[config.mk]
export PLATFORM = sky130hd
export DESIGN_NAME = acc_share_arbiter
export DESIGN_NICKNAME = d
export VERILOG_FILES = /design/src/rtl/acc_arb_pkg.sv /design/src/rtl/acc_rr_arbiter.sv /design/src/rtl/acc_share_arbiter.sv
export SDC_FILE = /design/constraint.sdc
export NUM_CORES = 1
export LEC_CHECK = 0
export CAP_MARGIN = 20
export CORE_AREA = 5 5 194 196
export DETAILED_ROUTE_END_ITERATION = 10
export DIE_AREA = 0 0 199 201
export GPL_TIMING_DRIVEN = 1
export PLACE_DENSITY_LB_ADDON = 0.15
export SLEW_MARGIN = 30
export SYNTH_ARGS = -nofsm -noshare
export SYNTH_HDL_FRONTEND = slang
export SYNTH_SLANG_ARGS = --single-unit
[constraint.sdc]
create_clock -name clk -period 4.34 [get_ports clk]
set_input_delay 0.868 -clock clk [delete_from_list [all_inputs] [get_ports clk]]
set_output_delay 0.868 -clock clk [all_outputs]
set_load 0.01 [all_outputs]
[src/rtl/acc_arb_pkg.sv]
// Shared types and helpers for the accelerator-slot sharing arbiter.
// State encoding, default widths and the round-robin pick function live here.
package acc_arb_pkg;

   localparam int DEF_DATA_W = 64;
   localparam int DEF_CNT_W  = 16;
   localparam int MAX_REQ    = 16;
   localparam int REQ_IDX_W  = 4;

   typedef logic [1:0] arb_state_t;

   localparam arb_state_t S_IDLE  = 2'd0;
   localparam arb_state_t S_FEED  = 2'd1;
   localparam arb_state_t S_DRAIN = 2'd2;

   typedef struct packed {
      logic                 found;
      logic [REQ_IDX_W-1:0] idx;
   } rr_pick_t;

   // First set bit at or after ptr, wrapping at num_req. Scanning offsets from the
   // far end down means the smallest offset is the last (and winning) assignment.
   function automatic rr_pick_t rr_pick(input logic [MAX_REQ-1:0] valid,
                                        input logic [REQ_IDX_W-1:0] ptr,
                                        input int num_req);
      rr_pick_t r;
      int       cand;
      r = '0;
      for (int i = MAX_REQ - 1; i >= 0; i--) begin
         if (i < num_req) begin
            cand = (int'(ptr) + i) % num_req;
            if (valid[cand]) begin
               r.found = 1'b1;
               r.idx   = cand[REQ_IDX_W-1:0];
            end
         end
      end
      return r;
   endfunction

endpackage

[src/rtl/acc_rr_arbiter.sv]
// Combinational round-robin picker; the search pointer moves past the winner
// only on the cycle the grant is actually taken.
module acc_rr_arbiter
   import acc_arb_pkg::*;
#(
   parameter  int NUM_REQ = 4,
   localparam int IDX_W   = $clog2(NUM_REQ)
) (
   input  logic               clk,
   input  logic               rst_n,
   input  logic [NUM_REQ-1:0] req_valid,
   input  logic               grant_strobe,
   output logic               found,
   output logic [IDX_W-1:0]   winner,
   output logic [IDX_W-1:0]   rr_ptr
);

   logic [MAX_REQ-1:0] valid_ext;
   rr_pick_t           pick;
   logic               unused_idx_bits;

   always_comb begin
      valid_ext                = '0;
      valid_ext[NUM_REQ-1:0]   = req_valid;
      pick                     = rr_pick(valid_ext, REQ_IDX_W'(rr_ptr), NUM_REQ);
   end

   assign found           = pick.found;
   assign winner          = pick.idx[IDX_W-1:0];
   assign unused_idx_bits = ^pick.idx;

   always_ff @(posedge clk) begin
      if (!rst_n) begin
         rr_ptr <= '0;
      end else if (grant_strobe) begin
         rr_ptr <= (winner == IDX_W'(NUM_REQ - 1)) ? '0 : winner + IDX_W'(1);
      end
   end

endmodule

[src/rtl/acc_share_arbiter.sv]
// Shares one accelerator stream pair among NUM_REQ requesters, one transaction at a time.
// Optional watchdog: define ACC_SHARE_ARBITER_TIMEOUT_EN to add timeout_err/timeout_sticky.
//
// Handshake: a beat transfers on any edge where valid and ready are both high;
// valid never depends on ready, and ready/valid of the granted requester are
// plain combinational pass-throughs of the accelerator side.
module acc_share_arbiter
   import acc_arb_pkg::*;
#(
   parameter  int NUM_REQ        = 4,
   parameter  int DATA_W         = DEF_DATA_W,
   parameter  int CNT_W          = DEF_CNT_W,
   parameter  int TIMEOUT_CYCLES = 1024,
   localparam int IDX_W          = $clog2(NUM_REQ)
) (
   input  logic                      clk,
   input  logic                      rst_n,
   input  logic [CNT_W-1:0]          serialization_ratio,
   input  logic [CNT_W-1:0]          deserialization_ratio,
   input  logic [NUM_REQ-1:0]        req_in_valid,
   output logic [NUM_REQ-1:0]        req_in_ready,
   input  logic [NUM_REQ*DATA_W-1:0] req_in_data,
   output logic [NUM_REQ-1:0]        req_out_valid,
   input  logic [NUM_REQ-1:0]        req_out_ready,
   output logic [DATA_W-1:0]         req_out_data,
   output logic                      acc_in_valid,
   input  logic                      acc_in_ready,
   output logic [DATA_W-1:0]         acc_in_data,
   input  logic                      acc_out_valid,
   output logic                      acc_out_ready,
   input  logic [DATA_W-1:0]         acc_out_data,
   output logic [IDX_W-1:0]          grant_id,
   output logic                      busy,
`ifdef ACC_SHARE_ARBITER_TIMEOUT_EN
   output logic                      timeout_err,
   output logic                      timeout_sticky,
`endif
   output logic [1:0]                state_dbg
);

   if (NUM_REQ < 2 || NUM_REQ > MAX_REQ || TIMEOUT_CYCLES < 1) begin : g_bad_param
      $error("acc_share_arbiter: parameter out of range");
   end

   arb_state_t         state, state_nx;
   logic [IDX_W-1:0]   grant_q;
   logic [CNT_W-1:0]   s_cnt, d_cnt, s_ratio_q, d_ratio_q;
   logic               found;
   logic [IDX_W-1:0]   winner;
   logic [IDX_W-1:0]   rr_ptr;
   logic               grant_strobe;
   logic               in_fire, out_fire;
   logic [DATA_W-1:0]  in_data_arr [NUM_REQ];

   for (genvar g = 0; g < NUM_REQ; g++) begin : g_unpack
      assign in_data_arr[g] = req_in_data[g*DATA_W +: DATA_W];
   end

   assign grant_strobe = (state == S_IDLE) && found;

   acc_rr_arbiter #(.NUM_REQ(NUM_REQ)) u_rr (
      .clk          (clk),
      .rst_n        (rst_n),
      .req_valid    (req_in_valid),
      .grant_strobe (grant_strobe),
      .found        (found),
      .winner       (winner),
      .rr_ptr       (rr_ptr)
   );

   always_comb begin
      req_in_ready  = '0;
      req_out_valid = '0;
      acc_in_valid  = 1'b0;
      acc_out_ready = 1'b0;
      if (state == S_FEED) begin
         acc_in_valid          = req_in_valid[grant_q];
         req_in_ready[grant_q] = acc_in_ready;
      end
      if (state == S_DRAIN) begin
         req_out_valid[grant_q] = acc_out_valid;
         acc_out_ready          = req_out_ready[grant_q];
      end
   end

   assign acc_in_data  = in_data_arr[grant_q];
   assign req_out_data = acc_out_data;
   assign in_fire      = acc_in_valid & acc_in_ready;
   assign out_fire     = acc_out_valid & acc_out_ready;
   assign grant_id     = grant_q;
   assign busy         = (state == S_FEED) || (state == S_DRAIN);
   assign state_dbg    = state;

`ifdef ACC_SHARE_ARBITER_TIMEOUT_EN
   localparam int WD_W = $clog2(TIMEOUT_CYCLES + 1);
   logic [WD_W-1:0] wd_cnt;
   logic            wd_expire;

   // Expires on the TIMEOUT_CYCLES-th consecutive cycle without progress.
   assign wd_expire   = busy && !(in_fire || out_fire) &&
                        (wd_cnt == WD_W'(TIMEOUT_CYCLES - 1));
   assign timeout_err = wd_expire;
`endif

   always_comb begin
      state_nx = state;
      case (state)
         S_IDLE: begin
            if (found) begin
               if (serialization_ratio != '0)        state_nx = S_FEED;
               else if (deserialization_ratio != '0) state_nx = S_DRAIN;
               else                                  state_nx = S_IDLE;
            end
         end
         S_FEED: begin
            if (in_fire && (s_cnt + CNT_W'(1) == s_ratio_q))
               state_nx = (d_ratio_q != '0) ? S_DRAIN : S_IDLE;
         end
         S_DRAIN: begin
            if (out_fire && (d_cnt + CNT_W'(1) == d_ratio_q))
               state_nx = S_IDLE;
         end
         default: state_nx = S_IDLE;
      endcase
`ifdef ACC_SHARE_ARBITER_TIMEOUT_EN
      if (wd_expire) state_nx = S_IDLE;
`endif
   end

   always_ff @(posedge clk) begin
      if (!rst_n) begin
         state     <= S_IDLE;
         grant_q   <= '0;
         s_cnt     <= '0;
         d_cnt     <= '0;
         s_ratio_q <= '0;
         d_ratio_q <= '0;
      end else begin
         state <= state_nx;
         case (state)
            S_IDLE: begin
               if (found) begin
                  grant_q   <= winner;
                  s_ratio_q <= serialization_ratio;
                  d_ratio_q <= deserialization_ratio;
                  s_cnt     <= '0;
                  d_cnt     <= '0;
               end
            end
            S_FEED:  if (in_fire)  s_cnt <= s_cnt + CNT_W'(1);
            S_DRAIN: if (out_fire) d_cnt <= d_cnt + CNT_W'(1);
            default: ;
         endcase
      end
   end

`ifdef ACC_SHARE_ARBITER_TIMEOUT_EN
   always_ff @(posedge clk) begin
      if (!rst_n) begin
         wd_cnt         <= '0;
         timeout_sticky <= 1'b0;
      end else begin
         if (!busy || in_fire || out_fire || (state_nx != state))
            wd_cnt <= '0;
         else
            wd_cnt <= wd_cnt + WD_W'(1);
         if (wd_expire) timeout_sticky <= 1'b1;
      end
   end
`endif

endmodule

== Yosys cells after proc, flatten, opt, wreduce, memory -nomap -nowiden ==
Index checks and enable logic that the tools add are counted.
Storage, ports and cells
  register bits: 70
  output and inout bits: 143
  logic and storage cells: 97
Operators by class
  bitwise logic cells: 8
  add/sub/neg operators: 6
  reduce and logical (&&, ||, !) cells: 18
  multiplexer cells: 41
  magnitude comparators: 7
  eq/ne operators: 10
Operators with widths (number)
  binary-select mux 64 bit (select 2 bit): 1
  two-way mux 64 bit: 2
  case mux 16 bit (2 select lines): 2
  two-way mux 16 bit: 3
  nonzero test 16 bit: 3
  adder 16 x 1 -> 16 bit (second input constant): 2
  equality test 16 bit: 2
  two-way mux 5 bit: 4
  less-than comparator 3 x 6 -> 1 bit (second input constant): 3
  two-way mux 2 bit: 7
  two-way mux 1 bit: 12
  binary-select mux 1 bit (select 3 bit): 3
  AND reduction 3 bit: 3
  AND 4 bit: 2
  two-way mux 4 bit: 2
  binary-select mux 1 bit (select 2 bit): 3
  != test 2 x 1 -> 1 bit (second input constant): 3
  case mux 2 bit (3 select lines): 1
  OR reduction 2 bit: 3
  less-than comparator 2 x 5 -> 1 bit (second input constant): 1
  adder 2 x 1 -> 2 bit (second input constant): 2
  adder 2 bit (second input constant): 2
  equality test 2 bit (second input constant): 2
  logical AND 1 bit: 4
  13 further kinds: 18

== Logic depth before layout (Yosys ltp) ==
Gate-level depths: netlist (run 1).
  depth in word-level cells: 12
  gate-level depth with buffers: 11
  mapped depth without buffers: 9

== Cells and area by module ==
Synthesis (run 1) repeated with hierarchy kept, for this count alone.
Second synthesis, totals
  cells, all modules: 716
  area, all modules: 6357.3 um^2
Modules (own cells, without submodules)
  acc_share_arbiter: seq. area each 1361.3 um^2, cells each 694, times used 1, area an instance 6173.4 um^2
  acc_rr_arbiter: seq. area each 40.0 um^2, cells each 22, times used 1, area an instance 183.9 um^2

== Worst setup path after synthesis (run 1) ==
Ideal clock, no wire load.
  kind: input port to flip-flop
  start point: input req_out_ready[1]
  end point: register state[0] (netlist: state_dbg[0])
  path buffers: 0
  library setup time: 0.120 ns
  stages: 7
  data required time: 4.220 ns
  arrival: 2.543 ns
  slack: 1.677 ns
  cell sequence: mux4_2 nand3_1 a2111o_1 or4_4 o41ai_2 nand3_1 mux2i_1
Between the ends
  cells in the longest elaborated chain, start to end: 7
RTL lines
  from (decl): RTL line acc_share_arbiter.sv:24  | input logic [NUM_REQ-1:0] req_out_ready,
  binary-select mux 1 bit (select 2 bit): RTL line acc_share_arbiter.sv:82  | acc_out_ready = req_out_ready[grant_q];
  two-way mux 1 bit (implied by the code): RTL line acc_share_arbiter.sv:82
  two-way mux 1 bit: RTL line acc_share_arbiter.sv:80  | if (state == S_DRAIN) begin
  AND 1 bit: RTL line acc_share_arbiter.sv:89  | assign out_fire = acc_out_valid & acc_out_ready;
  logical AND 1 bit: RTL line acc_share_arbiter.sv:120  | if (out_fire && (d_cnt + CNT_W'(1) == d_ratio_q))
  != test 2 x 1 -> 1 bit (no line)
  AND reduction 3 bit (no line)
  to (signal assigned): RTL line acc_share_arbiter.sv:139  | state <= state_nx;
  to (decl): RTL line acc_share_arbiter.sv:45  | arb_state_t state, state_nx;
Every way passes these cells. The select of a mux whose other input is x is not followed.
A chain may end at the register's enable or synchronous reset.

== Worst setup path in the final report (run 1) ==
  start point: input req_in_valid[3]
  end point: output acc_in_valid
Between the ends
  cells in the longest elaborated chain, start to end: 3
RTL lines
  from (decl): RTL line acc_share_arbiter.sv:20  | input logic [NUM_REQ-1:0] req_in_valid,
  binary-select mux 1 bit (select 2 bit): RTL line acc_share_arbiter.sv:77  | acc_in_valid = req_in_valid[grant_q];
  two-way mux 1 bit (implied by the code): RTL line acc_share_arbiter.sv:77
  two-way mux 1 bit: RTL line acc_share_arbiter.sv:76  | if (state == S_FEED) begin
  to (decl): RTL line acc_share_arbiter.sv:26  | output logic acc_in_valid,
Every way passes these cells. The select of a mux whose other input is x is not followed.

==> PnR_summary.wiki, run 1 <==
{| class="wikitable"
! Metric !! Value
|-
| Power density of the placed cells || 393 mW/mm^2
|-
| Share of the cycle needed by the critical path after routing || 80.6%
|-
| Number of warnings reported in the yosys synthesis log || 0
|-
| Async S/R FF share, synth || 0%
|-
| Data arrival at the endpoint of the critical path || roughly 2.6 ns
|-
| Clock slew at the register clock pins of the worst setup and hold paths || about 0.060 ns
|-
| IO Pins || between 500 and 600
|-
| Number of buffers added to fix hold violations after cts || 0
|-
| Startpoint class of the critical path || input port
|-
| Most common flop cell mapped by yosys || sky130_fd_sc_hd__dfxtp_1
|-
| Placer's final routability congestion estimate || a little over 0.9
|-
| Post-detail-place hpwl || 34000 um
|-
| I/O Buffers || 378
|-
| Count of distinct cell types in the synthesized netlist || 57
|-
| Sequential area share after synthesis || 21.9%
|-
| Wire length after detailed routing || 39000 um
|-
| Maximum number of pins on one net before global-route repair || 51
|-
| Die footprint || about 0.040 mm^2
|-
| DP Worst Slack || 0.830 ns
|-
| Top achievable clock speed || 286 MHz
|-
| Number of nets with antenna violations after detailed routing || 0
|-
| Max Root-Sink Buffers || 2
|-
| Post-Layout Cell Count || 1496
|-
| Number of gates resized after CTS || 0
|-
| Data required time at the worst endpoint || roughly 3.5 ns
|-
| DRC violations left || 0
|-
| Leakage dissipation || 0.00360 uW
|-
| Share of post-route cells with drive strength above 1 || between 10% and 20%
|-
| Final core area utilization || 29.4%
|-
| Routed vias/inst || between 4 and 5
|-
| Kind of path behind the tightest hold check || register to register
|-
| Max stage delay cell, worst path || sky130_fd_sc_hd__mux4_2
|-
| Count of nets after finishing || 1391
|-
| Post-layout minimum cycle time || 3.50 ns
|-
| Total core area || 0.0359 mm^2
|-
| Total number of vias || 6987
|-
| Final critical-path setup slack || about 0.84 ns
|-
| Worst path most repeated cell || sky130_fd_sc_hd__clkdlybuf4s50_1
|-
| Syn Inst Count || 740
|-
| Cells after DPL || around 1500
|-
| Clock root buffer || sky130_fd_sc_hd__clkbuf_16
|-
| Final Max Slew Viols || 0
|-
| Overflow after GRT || 0
|-
| Tightest slew margin relative to the limit || 39.2%
|-
| Number of H-tree levels || 3
|-
| Hold violation total from the final report || 0
|-
| Clock tree from TritonCTS || yes
|-
| Num Clock Sinks || 70
|-
| Synthesis-to-finish area growth || 64.9%
|-
| Setup Buffers After CTS || 0
|-
| Vertical die dimension || roughly 200 um
|-
| Clock skew after layout || 0.00572 ns
|-
| Setup repair after global routing missed its margin || no
|-
| Mean instance size in the synthesized netlist || between 8 and 9 um^2
|-
| Die X-Extent || 199 um
|-
| Critical path class || input port to primary output
|-
| Count of flip-flops with a built-in enable after synthesis || 0
|-
| Cell chain of the critical path || clkdlybuf4s50_1, mux4_2, and2_1, clkdlybuf4s50_1
|-
| Vias in the first global route || a little under 7000
|-
| Number of cell rows || 70
|-
| Post-layout total power || approximately 4200 uW
|-
| GRT Overall Usage || 18.5%
|-
| Clock Latency Late Sink || 0.34 ns
|-
| Detailed-router iteration count before antenna repair || 5
|-
| Flops & latches, synth || 70
|-
| Setup Viol. Count Final || 0
|-
| Detailed router's first-iteration violation count || 397
|-
| Run status || completed
|-
| Setup TNS || 0 ns
|-
| Largest incremental delay on the critical path || 0.55 ns
|-
| Initial antenna violation count || 7
|-
| Netlist area before placement || 0.00641 mm^2
|-
| Number of max-capacitance violations reported || 0
|-
| Worst-Margin Slew || 0.911 ns
|-
| Num CTS Buffers || 9
|-
| Initial standard-cell utilization of the core || 17.9%
|-
| Synthesized net count || 1109
|-
| First-pass GRT wire length || ~53000 um
|-
| Wire per inst || 26.1 um
|-
| Setup crit end kind || primary output
|-
| Largest driver fanout on the critical path || 5
|-
| Largest vdd supply drop || 0.170 mV
|}
[per-stage QoR]
step                hold WS [ns]  cell area, um^2
finish                     0.480            10600
global route               0.505            10600
CTS                        0.484            10600
detailed placement         0.476            10200
global placement           0.474            10200
floorplan                  0.455             6410
[Yosys cell counts, types with 4 or more instances]
cell type / n / area [um^2]
sky130_fd_sc_hd__nand2_1: 124 / 465
sky130_fd_sc_hd__dfxtp_1: 70 / 1400
sky130_fd_sc_hd__mux4_2: 66 / 1490
sky130_fd_sc_hd__buf_4: 64 / 480
sky130_fd_sc_hd__clkbuf_1: 44 / 165
sky130_fd_sc_hd__a21boi_0: 38 / 285
sky130_fd_sc_hd__a21oi_1: 32 / 160
sky130_fd_sc_hd__nor3_1: 28 / 140
sky130_fd_sc_hd__nand3_1: 22 / 110
sky130_fd_sc_hd__nor2b_1: 22 / 138
sky130_fd_sc_hd__o21ai_0: 22 / 110
sky130_fd_sc_hd__nor2_1: 21 / 78.8
sky130_fd_sc_hd__xor2_1: 21 / 184
sky130_fd_sc_hd__nor4_1: 18 / 113
sky130_fd_sc_hd__xnor2_1: 17 / 149
sky130_fd_sc_hd__nand4_1: 14 / 87.6
sky130_fd_sc_hd__and2_1: 11 / 68.8
sky130_fd_sc_hd__inv_1: 11 / 41.3
sky130_fd_sc_hd__nand2b_1: 8 / 50.1
sky130_fd_sc_hd__and3_1: 7 / 43.8
sky130_fd_sc_hd__buf_1: 7 / 26.3
sky130_fd_sc_hd__mux2i_1: 7 / 70.1
sky130_fd_sc_hd__buf_2: 5 / 25.0
sky130_fd_sc_hd__ha_1: 5 / 62.6
sky130_fd_sc_hd__nor3b_1: 5 / 37.5
sky130_fd_sc_hd__a31oi_1: 4 / 25.0
sky130_fd_sc_hd__and4_1: 4 / 35.0
sky130_fd_sc_hd__o21a_1: 4 / 30.0
[cell type report]
type / count / area [um^2]
Clock buffer: 10 / 239
Sequential cell: 70 / 1410
Multi-Input combinational cell: 539 / 4280
Antenna cell: 1 / 2.50
Clock inverter: 6 / 85.1
Inverter: 11 / 41.3
Fill cell: 3841 / 25300
Timing Repair Buffer: 391 / 3930
Tap cell: 468 / 586
[report_power, final]
| group | total (uW) | leakage [uW] | switching [uW] | internal, uW |
|---|---|---|---|---|
| combinational | 2400 | 0.00287 | 1120 | 1280 |
| sequential | 940 | 0.000573 | 196 | 744 |
| clock | 818 | 0.000154 | 301 | 517 |
| total | 4160 | 0.00360 | 1610 | 2540 |
[worst paths after layout]
kind / slack, ns / startpoint / end / cells past startpoint
worst max register to register: 1.31 / d_cnt[0] / state_dbg[1] / 8
worst max-delay path: 0.84 / req_in_valid[3] / acc_in_valid / 4
worst min register to register: 0.48 / s_ratio_q[15] / s_ratio_q[15] / 2
worst min-delay path: 0.48 / s_ratio_q[15] / s_ratio_q[15] / 2
[logic make-up after synthesis]
| group | count (synthesis) | synth area share [%] |
|---|---|---|
| flip-flops | 70 | 21.9 |
| multiplexers | 73 | 24.3 |
| adder cells (fa/ha/maj) | 5 | 0.976 |
| XOR/XNOR | 38 | 5.19 |
| AO/OA/AOI/OAI | 125 | 12.9 |
| buffers and inverters | 131 | 11.5 |
| AND/OR/NAND/NOR | 298 | 23.3 |
[placed cells by master (no fill, tap or decap), drive strengths merged, types with 4 or more instances in the layout]
master	Yosys	final
o21a	4	4
clkbuf	44	10
and2	11	11
mux2i	7	7
nor3	28	28
buf	76	13
and3	7	7
xor2	21	21
inv	11	11
a21boi	38	38
dfxtp	70	70
mux4	66	66
nand2	124	124
nor2b	22	22
nand4	16	16
ha	5	5
clkdlybuf4s50	0	378
nor3b	5	5
nor2	21	21
nor4	18	18
xnor2	17	17
nand2b	8	8
nand3	22	22
a31oi	4	4
a21oi	32	32
o21ai	22	22
and4	4	4
[routing by layer]
layer | up-vias | track usage, % | share of wire (%)
met2 | 358 | 27.8 | 43
met1 | 3391 | 26.1 | 44
met4 | 2 | 2.69 | 0.64
met3 | 19 | 6.73 | 11
met5 | - | 1.48 | 0.20
li1 | 3217 | - | -
[state kept, by name, indices dropped and copies added, names as in the netlist]
| register | cells |
|---|---|
| d_cnt | 16 |
| d_ratio_q | 16 |
| grant_id | 2 |
| s_cnt | 16 |
| s_ratio_q | 16 |
| state_dbg | 2 |
| u_rr.rr_ptr | 2 |
[worst max-delay path, delay by kind of cell]
family	cells	cell delay [ns]
buffers and inverters	2	1.02
AND/OR/NAND/NOR	1	0.18
multiplexers	1	0.55
No activity file was read; power rests on OpenSTA's default activity.
==> run 2: changes to the inputs <==
--- a/config.mk
+++ b/config.mk
@@ -6,9 +6,9 @@
 export NUM_CORES = 1
 export LEC_CHECK = 0
 export CAP_MARGIN = 20
-export CORE_AREA = 5 5 194 196
+export CORE_AREA = 5 5 197 199
 export DETAILED_ROUTE_END_ITERATION = 10
-export DIE_AREA = 0 0 199 201
+export DIE_AREA = 0 0 202 204
 export GPL_TIMING_DRIVEN = 1
 export PLACE_DENSITY_LB_ADDON = 0.15
 export SLEW_MARGIN = 30
==> constraint.sdc (replaced) <==
create_clock -name clk -period 3.5 [get_ports clk]
set_input_delay 0.7 -clock clk [delete_from_list [all_inputs] [get_ports clk]]
set_output_delay 0.7 -clock clk [all_outputs]
set_load 0.01 [all_outputs]
==> run 2 against run 1 <==
  * Final cell count up 0.80%
  * Clock power grew 5.3%
  * Core utilization decreased by 0.84 points
  * Final area increased by 0.23%
  * Clock skew is essentially flat
  * Total power grew 22%
  * Critical path depth is the same
  * Die area grew 3.0%
  * Routed wire length up 4.3%
  * Non-clock buffer count increased by 8
  * Sequential power increased by 19%
  * Largest cell class unchanged
==> PnR_summary.wiki, run 2 (synthesis results as in run 1) <==
{| class="wikitable"
! Metric !! Value
|-
| Run status || completed
|-
| Setup TNS || 0 ns (unchanged)
|-
| Most frequent cells in the layout || sky130_fd_sc_hd__clkdlybuf4s50_1, sky130_fd_sc_hd__nand2_1, sky130_fd_sc_hd__dfxtp_1
|-
| Post-detail-place hpwl || 35300 um (+3.6%)
|-
| Initial antenna violation count || 6 (-1)
|-
| RR Endpoint || state_dbg[1]
|-
| DP Worst Slack || 0.217 ns (-0.612 ns)
|-
| Overflow after GRT || 0 (unchanged)
|-
| Share of post-route cells with drive strength above 1 || 10.8% (+0.51 points)
|-
| Count of nets after finishing || 1399 (+0.58%)
|-
| Max Root-Sink Buffers || 2 (unchanged)
|-
| Final Max Slew Viols || 0 (unchanged)
|-
| Worst path most repeated cell || sky130_fd_sc_hd__clkdlybuf4s50_1
|-
| Max stage delay cell, worst path || sky130_fd_sc_hd__mux4_2
|-
| Routed vias/inst || 4.63 (-0.78%)
|-
| Largest vdd supply drop || 0.211 mV (+24%)
|-
| Kind of path behind the tightest hold check || register to register
|-
| Power density of the placed cells || 480 mW/mm^2 (+22%)
|-
| IO Pins || 507 (unchanged)
|-
| Number of max-capacitance violations reported || 0 (unchanged)
|-
| Clock skew after layout || 0.00619 ns (+0.000463 ns)
|-
| FF-to-FF path depth || 7 (-1)
|-
| Total core area || 0.0370 mm^2 (+3.2%)
|-
| Fill count || 3960 (+3.1%)
|-
| Most frequent standard cell in the layout excluding fill and tap cells || sky130_fd_sc_hd__clkdlybuf4s50_1
|-
| Detailed router's first-iteration violation count || 453 (+14%)
|-
| Clock Latency Late Sink || 0.34 ns (about the same)
|-
| Setup slack, reg-to-reg || 0.55 ns (-0.76 ns)
|-
| Vias in the first global route || 7034 (+1.4%)
|-
| Leakage dissipation || 0.00362 uW (+0.67%)
|-
| Start of the worst register-to-register path || d_cnt[3]
|-
| Post-layout minimum cycle time || 3.15 ns
|-
| I/O Buffers || 378 (unchanged)
|-
| Num CTS Buffers || 9 (unchanged)
|-
| Total number of vias || 6988 (+0.014%)
|-
| Number of cell rows || 71 (+1.4%)
|-
| Hold slack || 0.476 ns (-0.00409 ns)
|-
| Number of antenna repair diodes || 0 (-1)
|-
| Area used by multi-input combinational logic || 0.00428 mm^2 (unchanged)
|-
| Top achievable clock speed || around 320 MHz
|-
| Synthesis-to-finish area growth || 65.3%
|-
| First-pass GRT wire length || 55200 um (+3.3%)
|-
| Setup Viol. Count Final || 0 (unchanged)
|-
| Worst hold path cell count || 2 (unchanged)
|-
| Largest incremental delay on the critical path || 0.54 ns (about the same)
|-
| Combined flip-flop and latch cell area || 0.00141 mm^2 (unchanged)
|-
| Initial standard-cell utilization of the core || 17.3% (-0.55 points)
|-
| Crit path buf inv count || 2 (unchanged)
|-
| Clock root buffer || sky130_fd_sc_hd__clkbuf_16
|-
| Worst hold start || s_ratio_q[3]
|-
| Clock slew at the register clock pins of the worst setup and hold paths || 0.06 ns (about the same)
|-
| Setup Buffers After CTS || 0 (unchanged)
|-
| GRT Overall Usage || 18.7% (+0.20 points)
|-
| Startpoint class of the critical path || input port
|-
| Dominant delay contributor by cell family on the critical path || buffers and inverters
|-
| Setup repair after global routing missed its margin || no
|-
| DRC violations left || 0 (unchanged)
|-
| Wire per inst || 27.0 um (+3.5%)
|-
| Num Clock Sinks || 70 (unchanged)
|-
| Number of nets with antenna violations after detailed routing || 0 (unchanged)
|-
| Data required time at the worst endpoint || 2.80 ns (-0.67 ns)
|-
| Share of the cycle needed by the critical path after routing || around nine tenths
|-
| Clock tree from TritonCTS || yes
|-
| Maximum number of pins on one net before global-route repair || 73 (+43%)
|-
| Number of buffers added to fix hold violations after cts || 0 (unchanged)
|-
| Critical path class || input port to primary output
|-
| Detailed-router iteration count before antenna repair || 5 (unchanged)
|-
| Placer's final routability congestion estimate || 0.877 (-4.5%)
|-
| Die footprint || 0.0412 mm^2 (+3.0%)
|-
| Tightest slew margin relative to the limit || 48.8% (+9.6 points)
|-
| Hold violation total from the final report || 0 (unchanged)
|-
| Number of gates resized after CTS || 0 (unchanged)
|-
| Worst-Margin Slew || 0.768 ns (-0.142 ns)
|-
| Final core area utilization || 28.6% (-0.84 points)
|-
| Cell chain of the critical path || clkdlybuf4s50_1, mux4_2, and2_1, clkdlybuf4s50_1
|-
| Final critical-path setup slack || 0.354 ns (-0.489 ns)
|-
| Data arrival at the endpoint of the critical path || 2.45 ns (-0.18 ns)
|-
| Die X-Extent || 202 um (+1.5%)
|-
| Number of H-tree levels || 3 (unchanged)
|-
| Setup crit end kind || primary output
|-
| Wire length after detailed routing || 40700 um (+4.3%)
|-
| Destination of the worst hold path || s_ratio_q[3]
|-
| Largest driver fanout on the critical path || 6 (+1)
|-
| Vertical die dimension || 204 um (+1.5%)
|}
-- run 2: layout make-up --
cell class,instances,share of cell area (%)
clock buffer,12,2.42
clock inverter,3,0.177
inverter,11,0.390
multi-input combinational,539,40.4
sequential,70,13.3
tap,474,5.60
timing repair buffer,399,37.7
-- run 2: how the worst max path moves through the flow --
stage / startpoint / to / slack (ns) / cells past startpoint
final: req_in_valid[0] / acc_in_valid / 0.35 / 4
after global routing: req_in_valid[0] / acc_in_valid / 0.30 / 4
after CTS: req_in_valid[0] / acc_in_valid / 0.33 / 4
after detailed placement: req_out_ready[0] / state_dbg[1] / 0.22 / 8
after floorplan: d_cnt[0] / state_dbg[0] / 0.91 / 8
after global placement: req_out_ready[0] / state_dbg[0] / 0.24 / 8
-- run 2: tightest hold or removal path: cells and delay by family, from the launching register on --
| family | cells | cell delay [ns] |
|---|---|---|
| AOI/OAI and AO/OA | 1 | 0.06 |
| and+or+nand+nor | 1 | 0.05 |
| DFF | 1 | 0.31 |
-- run 2: metrics by stage --
| step | cell area [um^2] | cells | power [uW] |
|---|---|---|---|
| after floorplan | 6410 | 740 | 2710 |
| after global routing | 10600 | 1508 | 5430 |
| final | 10600 | 1508 | 5080 |
| after CTS | 10600 | 1507 | 5140 |
| after detailed placement | 10300 | 1492 | 4260 |
| after global placement | 10300 | 1492 | 4250 |
-- run 2: power breakdown --
group          internal (uW)  switching (uW)
clock                    514             348
combinational           1630            1470
sequential               923             196
total                   3070            2010
-- run 2: routing by layer --
metal / GRT usage, % / wire length (um) / up-vias / part of all wire [%]
met5: 4.64 / 275 / - / 0.68
met4: 3.32 / 405 / 4 / 1.0
met3: 9.20 / 4840 / 25 / 12
met2: 28.5 / 17800 / 363 / 44
met1: 24.0 / 17300 / 3372 / 43
li1: - / - / 3224 / -
==> run 3: changes to the inputs <==
--- a/config.mk
+++ b/config.mk
@@ -5,7 +5,7 @@
 export SDC_FILE = /design/constraint.sdc
 export NUM_CORES = 1
 export LEC_CHECK = 0
-export CAP_MARGIN = 20
+export CAP_MARGIN = 10
 export CORE_AREA = 5 5 197 199
 export DETAILED_ROUTE_END_ITERATION = 10
 export DIE_AREA = 0 0 202 204
==> results of run 3 <==
Same layout as run 2: the final DEF is identical, and so are final timing and power.
